`src/rtl/cp0_reg_num.sv`:
```
// Registered CP0 (rd, sel) -> compact register-file index decoder.
// MMU-owned addresses are flagged separately and never map to a file entry.
module cp0_reg_num (
    input  logic       clk,
    input  logic       rst_n,
    input  logic       en,
    input  logic [4:0] rd,
    input  logic [2:0] sel,
    output logic [5:0] regNum,
    output logic       valid,
    output logic       isMMU
);

    localparam logic [5:0] UNMAPPED = 6'd31;

    logic [5:0] num_d;
    logic       valid_d;
    logic       mmu_d;

    always_comb begin
        num_d   = UNMAPPED;
        valid_d = 1'b0;
        mmu_d   = 1'b0;
        if (rd <= 5'd6 || rd == 5'd10) begin
            // MMU group wins regardless of sel
            mmu_d = 1'b1;
        end else begin
            unique case ({rd, sel})
                {5'd7,  3'd0}: num_d = 6'd0;
                {5'd8,  3'd0}: num_d = 6'd1;
                {5'd9,  3'd0}: num_d = 6'd2;
                {5'd11, 3'd0}: num_d = 6'd3;
                {5'd12, 3'd0}: num_d = 6'd4;
                {5'd12, 3'd1}: num_d = 6'd5;
                {5'd12, 3'd2}: num_d = 6'd6;
                {5'd12, 3'd3}: num_d = 6'd7;
                {5'd13, 3'd0}: num_d = 6'd8;
                {5'd14, 3'd0}: num_d = 6'd9;
                {5'd15, 3'd0}: num_d = 6'd10;
                {5'd15, 3'd1}: num_d = 6'd11;
                {5'd16, 3'd0}: num_d = 6'd12;
                {5'd16, 3'd1}: num_d = 6'd13;
                {5'd16, 3'd2}: num_d = 6'd14;
                {5'd16, 3'd3}: num_d = 6'd15;
                {5'd17, 3'd0}: num_d = 6'd16;
                {5'd18, 3'd0}: num_d = 6'd17;
                {5'd19, 3'd0}: num_d = 6'd18;
                {5'd23, 3'd0}: num_d = 6'd19;
                {5'd24, 3'd0}: num_d = 6'd20;
                {5'd25, 3'd0}: num_d = 6'd21;
                {5'd26, 3'd0}: num_d = 6'd22;
                {5'd27, 3'd0}: num_d = 6'd23;
                {5'd28, 3'd0}: num_d = 6'd24;
                {5'd28, 3'd1}: num_d = 6'd25;
                {5'd29, 3'd0}: num_d = 6'd26;
                {5'd29, 3'd1}: num_d = 6'd27;
                {5'd30, 3'd0}: num_d = 6'd28;
                {5'd31, 3'd0}: num_d = 6'd29;
                {5'd20, 3'd0}: num_d = 6'd30;
                default:       num_d = UNMAPPED;
            endcase
            valid_d = (num_d != UNMAPPED);
        end
    end

    always_ff @(posedge clk or negedge rst_n) begin
        if (!rst_n) begin
            regNum <= UNMAPPED;
            valid  <= 1'b0;
            isMMU  <= 1'b0;
        end else if (en) begin
            regNum <= num_d;
            valid  <= valid_d;
            isMMU  <= mmu_d;
        end
    end

endmodule

```
`config.mk`:
```
export PLATFORM = sky130hd
export DESIGN_NAME = cp0_reg_num
export DESIGN_NICKNAME = d
export VERILOG_FILES = /design/src/rtl/cp0_reg_num.sv
export SDC_FILE = /design/constraint.sdc
export NUM_CORES = 1
export LEC_CHECK = 0
export CORE_MARGIN = 2
export CORE_UTILIZATION = 50
export CTS_BUF_LIST = sky130_fd_sc_hd__clkbuf_16
export CTS_CLUSTER_DIAMETER = 150
export DETAILED_ROUTE_END_ITERATION = 10
export GPL_TIMING_DRIVEN = 0
export PLACE_DENSITY = 0.79
export SYNTH_ARGS = -nofsm -noshare
export SYNTH_HDL_FRONTEND = slang
export SYNTH_SLANG_ARGS = --single-unit
```
`constraint.sdc`:
```
create_clock -name clk -period 1.95 [get_ports clk]
set_input_delay 0.2925 -clock clk [delete_from_list [all_inputs] [get_ports clk]]
set_output_delay 0.2925 -clock clk [all_outputs]
set_load 0.005 [all_outputs]
```
## After elaboration in Yosys (flattened, before gate mapping)

Index checks and enable logic that the tools add are counted.

- Bits in registers: 8
- Output and inout port bits: 8
- Logic and storage cells: 43

- Magnitude comparators: 1
- Reduce and logical (&&, ||, !) cells: 1
- Equality and inequality tests: 33
- Multiplexer cells: 5

Operators with widths:

| kind | count |
|---|---|
| $pmux W5 S31 | 1 |
| $eq A8 B8 Y1 const B | 19 |
| $eq A8 B7 Y1 const B | 11 |
| $mux W6 | 2 |
| $eq A8 B6 Y1 const B | 1 |
| $ne A6 B5 Y1 const B | 1 |
| $eq A5 B4 Y1 const B | 1 |
| $le A5 B3 Y1 const B | 1 |
| $mux W1 | 2 |
| $logic_or A1 B1 Y1 | 1 |

## Logic depth before layout (Yosys ltp)

- Depth in word-level cells: 5
- Depth in mapped cells: 7

## Least setup slack after synthesis

OpenSTA, ideal clock, no wires.

- Path type: input port to flip-flop
- Start point: in sel[0]
- End point: reg valid
- Path buffers: 1
- Arrival: 1.766 ns
- Stages on the path: 7
- Setup slack: 0.038 ns
- Path through: buf_2 > and3b_2 > nand2_1 > o22ai_1 > or4_4 > a311oi_4 > o221ai_1

- Word-level cells in the longest chain between the ends: 5

Ends and longest elaborated chain:

| element | RTL line | source |
|---|---|---|
| from (decl) | 8 | `input logic [2:0] sel,` |
| $eq A8 B8 Y1 (tied with other cells) | 28 | `unique case ({rd, sel})` |
| $pmux W5 S31 * | 28 |  |
| $mux W6 * | 24 | `if (rd <= 5'd6 \|\| rd == 5'd10) begin` |
| $ne A6 B5 Y1 * | 62 | `valid_d = (num_d != UNMAPPED);` |
| $mux W1 * | 24 |  |
| to (signal assigned) | 73 | `valid <= valid_d;` |
| to (decl) | 10 | `output logic valid,` |

Mark *: on every way between the ends. The rest lies on a longest branch, timed or not. The select of a mux whose other input is x is not followed.
A chain may end at the register's enable or synchronous reset.

## Worst setup path after layout

- Start point: in rd[2]
- End point: reg valid

- Word-level cells in the longest chain between the ends: 5

Ends and longest elaborated chain:

| element | RTL line | source |
|---|---|---|
| from (decl) | 7 | `input logic [4:0] rd,` |
| $eq A8 B8 Y1 (tied with other cells) | 28 |  |
| $pmux W5 S31 | 28 |  |
| $mux W6 | 24 |  |
| $ne A6 B5 Y1 | 62 |  |
| $mux W1 * | 24 |  |

Marks and branches as above.

==> results.txt <==
- At the worst endpoint, the required time is 2.04 ns.
* # H-tree levels: 1
- The kind of cell with the highest combined delay along the critical path is simple AND/OR/NAND/NOR gates.
- Number of global-route vias before repair: 1,130
- After synthesis, flip-flops and latches occupy 18.13% of the total area.
* Kind of capture point of the worst setup path: register
* Slew HR: 66.50%
- Combined buffer and inverter count along the critical path: 1
- The die is 48.74 um tall.
- After clock tree synthesis, the clock-pin slew on the worst setup and hold paths is 0.03 ns.
- For this run, the number of standard cells in the final layout without fillers is 191.
* Delay of the slowest cell on the worst path: 0.57 ns
- Summing every instance area after synthesis gives 1001 um2.
- Area post-placement: 1195 um2
- The longest clock path from root to sink contains 2 buffers.
- The number of hold violations in the final report was 0.
* First-pass GRT wire length: 5547 um
* Clk_lat worst skew: 0.23 ns
* Actual slew at the worst max-slew pin: 0.4898 ns
- I/O Buffers: 16
- STA classifies the critical path startpoint as an input pin.
- The synthesized design contains 7 register bits.
* Layout Area Growth over Synthesis: 42.50%
- For this design the ratio of total power to cell area is 526.3 nW/um2.
* Sinks on Clock Net: 7
- Overflow left after global routing: 0
- The critical path in this run is classified as in2reg.
* Core area: 1922 um2
- Placement row count: 16
* Path class of the lowest-slack min-delay path: in2async
- In this run the static leakage power is 0.5651 nW.
* Max-Cap Viols: 0
* Via/cell ratio: 6.476
- The total count of max-transition violations in the final report is 0.
- For this block, the routed nets add up to 3379 um of wire.
- Number of design rule violations left after detail routing: 0
* Final GP Congestion: 0.9752
* Initial antenna violation count: 0
- For the worst setup path, the data arrival time is 2.03 ns.
- Overall die area: 2376 um2
- The net count of the finished layout is 176.
- Clock tree skew after final layout: 0 ns
- Share of synthesized registers carrying an async set or reset: 100.0%
- Detailed routing inserted a total of 1,237 vias.
- First-pass DRT Iterations: 4
- Entering global routing, the biggest net connects 11 pins.
* Main flop type after synthesis: sky130_fd_sc_hd__dfstp_2
- Synthesis instantiated 55 different standard cells from the library.
- Total routing resource utilization after global routing: 30.03%
- Post-detail-place hpwl: 2115 um
- Die Width: 48.74 um
* Worst-path maximum fanout: 7
* Hold_ws: 0.3392 ns
- For this design, the slowest cell found on the critical path is sky130_fd_sc_hd__or4_4.
* Clock root buffer: sky130_fd_sc_hd__clkbuf_16
- Wire length per cell: 17.69 um
- Setup repair after global routing missed its margin: true
* Endpoints failing setup: 0
- Fraction of final layout cells with drive strength greater than 1: 39.63%
* Number of synthesized flops with an enable pin: 0
- Cells along the critical path: buf_2 -> and3b_2 -> a21oi_2 -> o22ai_1 -> or4_4 -> a311oi_4 -> o221ai_2
* Time the worst path needs with I/O delays and setup: 1.934 ns
* Antenna Diode Count: 0
- The detailed router finished its first iteration with 88 violations.
- The detail route stage leaves a number of antenna-violating nets equal to 0.
- Averaged over all synthesized cells, the footprint is 7.583 um2.
- Clock tree synthesis inserted a total of 3 buffers.
* Largest vdd supply drop: 0.8888 mV
- TritonCTS built the clock tree.
* Cell count after synthesis: 132
- Cell count after placement: 175
- Yosys printed 0 warnings.
- Once the floorplan was initialized, standard cells occupied 52.08% of the core.
- Final instance area: 1426 um2
* Syn nets: 143
- Core occupancy in the finished layout: 74.22%
* Total design power: 0.7506 mW
- I/O pin count: 19
- Run status: finished, final reports clean
* Final worst path period share: 99.19%
- Fmax: 517.0 MHz
## synthesized netlist by cell type, types with 3 or more instances
cell type	instances	area, um2
sky130_fd_sc_hd__or2_2	3	18.77
sky130_fd_sc_hd__dfstp_2	5	131.4
sky130_fd_sc_hd__buf_6	3	33.78
sky130_fd_sc_hd__nand3_1	6	30.03
sky130_fd_sc_hd__nor2b_1	4	25.02
sky130_fd_sc_hd__nor3_1	5	25.02
sky130_fd_sc_hd__nor2_1	12	45.04
sky130_fd_sc_hd__inv_1	4	15.01
sky130_fd_sc_hd__o21ai_0	9	45.04
sky130_fd_sc_hd__o211ai_1	3	22.52
sky130_fd_sc_hd__nand2_1	12	45.04
sky130_fd_sc_hd__a31oi_1	4	25.02
sky130_fd_sc_hd__a21oi_1	6	30.03
sky130_fd_sc_hd__o32a_1	3	30.03
## flip-flops by register name, summed over array words and instances (netlist names)
register / flops
regNum: 5
isMMU: 1
valid: 1
## cells in the final DEF, fill, tap and decap left out, types with 3 or more instances in the layout
cell type / Yosys / routed
sky130_fd_sc_hd__buf_2: 1 / 7
sky130_fd_sc_hd__inv_1: 4 / 4
sky130_fd_sc_hd__clkdlybuf4s50_1: 0 / 8
sky130_fd_sc_hd__buf_6: 3 / 4
sky130_fd_sc_hd__nor3_1: 5 / 5
sky130_fd_sc_hd__nand2_1: 12 / 10
sky130_fd_sc_hd__clkbuf_16: 0 / 3
sky130_fd_sc_hd__clkbuf_8: 2 / 3
sky130_fd_sc_hd__o21ai_0: 9 / 9
sky130_fd_sc_hd__o211ai_1: 3 / 3
sky130_fd_sc_hd__dfstp_2: 5 / 5
sky130_fd_sc_hd__a21oi_1: 6 / 5
sky130_fd_sc_hd__nor2b_1: 4 / 4
sky130_fd_sc_hd__nor2_1: 12 / 11
sky130_fd_sc_hd__buf_4: 2 / 14
sky130_fd_sc_hd__nand3_1: 6 / 5
sky130_fd_sc_hd__o32a_1: 3 / 3
## where the power goes
part,internal [mW],switching [mW]
clock,0.266,0.0756
sequential,0.163,0.00574
combinational,0.114,0.126
total,0.543,0.207
## metal layers
layer / share of wire, % / GRT usage [%] / routed length [um] / vias up
met2: 49 / 47.26 / 1646 / 69
met1: 42 / 40.50 / 1405 / 600
li1: - / - / - / 563
met3: 8.8 / 7.099 / 298 / 5
met5: 0 / 0 / 0 / -
met4: 0.83 / 9.524 / 28 / 0
## kinds of logic (layout without fill, tap and decap cells)
group,count (synthesis),in the layout,share of synthesized area [%]
AOI/OAI and AO/OA,43,43,32.13
xor gates and xnor gates,1,1,0.8752
buffers and inverters,16,48,11.75
DFF,7,7,18.13
muxes,1,1,1.000
other,1,1,0.3746
and+or+nand+nor,63,63,35.75
## path summary, 6_finish.rpt
kind	start	to	slack, ns	depth (start not counted)
worst max-delay path	rd[2]	valid	0.02	7
max in group asynchronous	rst_n	regNum[2]	1.31	1
worst min-delay path	rst_n	isMMU	0.34	1
worst max register to register	regNum[3]	regNum[3]	1.21	1
min in group clk	isMMU	isMMU	0.49	2
worst min register to register	isMMU	isMMU	0.49	2
## what timing repair did
item	4_1_cts	5_1_grt
buffers inserted	11	0
endpoints found under the setup margin	6	5
hold buffers	0	0
pin swaps	8	6
gates resized for setup	46	15
gates cloned	1	0
## through the flow
stage / setup TNS (ns) / setup WS, ns
5_1_grt: -0.01304 / -0.007828
6_report: 0 / 0.01572
4_1_cts: 0 / 0.002960
3_3_place_gp: -3.751 / -0.6811
2_1_floorplan: 0 / 0.03818
3_5_place_dp: -3.799 / -0.6880
## cell type report
type / instances / area [um2]
fill: 151 / 495.5
clock buffer: 3 / 75.07
multi-input combinational: 109 / 779.5
sequential: 7 / 181.4
clock inverter: 1 / 3.754
timing repair buffer: 28 / 216.5
buffer: 12 / 121.4
tap: 27 / 33.78
inverter: 4 / 15.01
(Power assumes the default switching activity.)
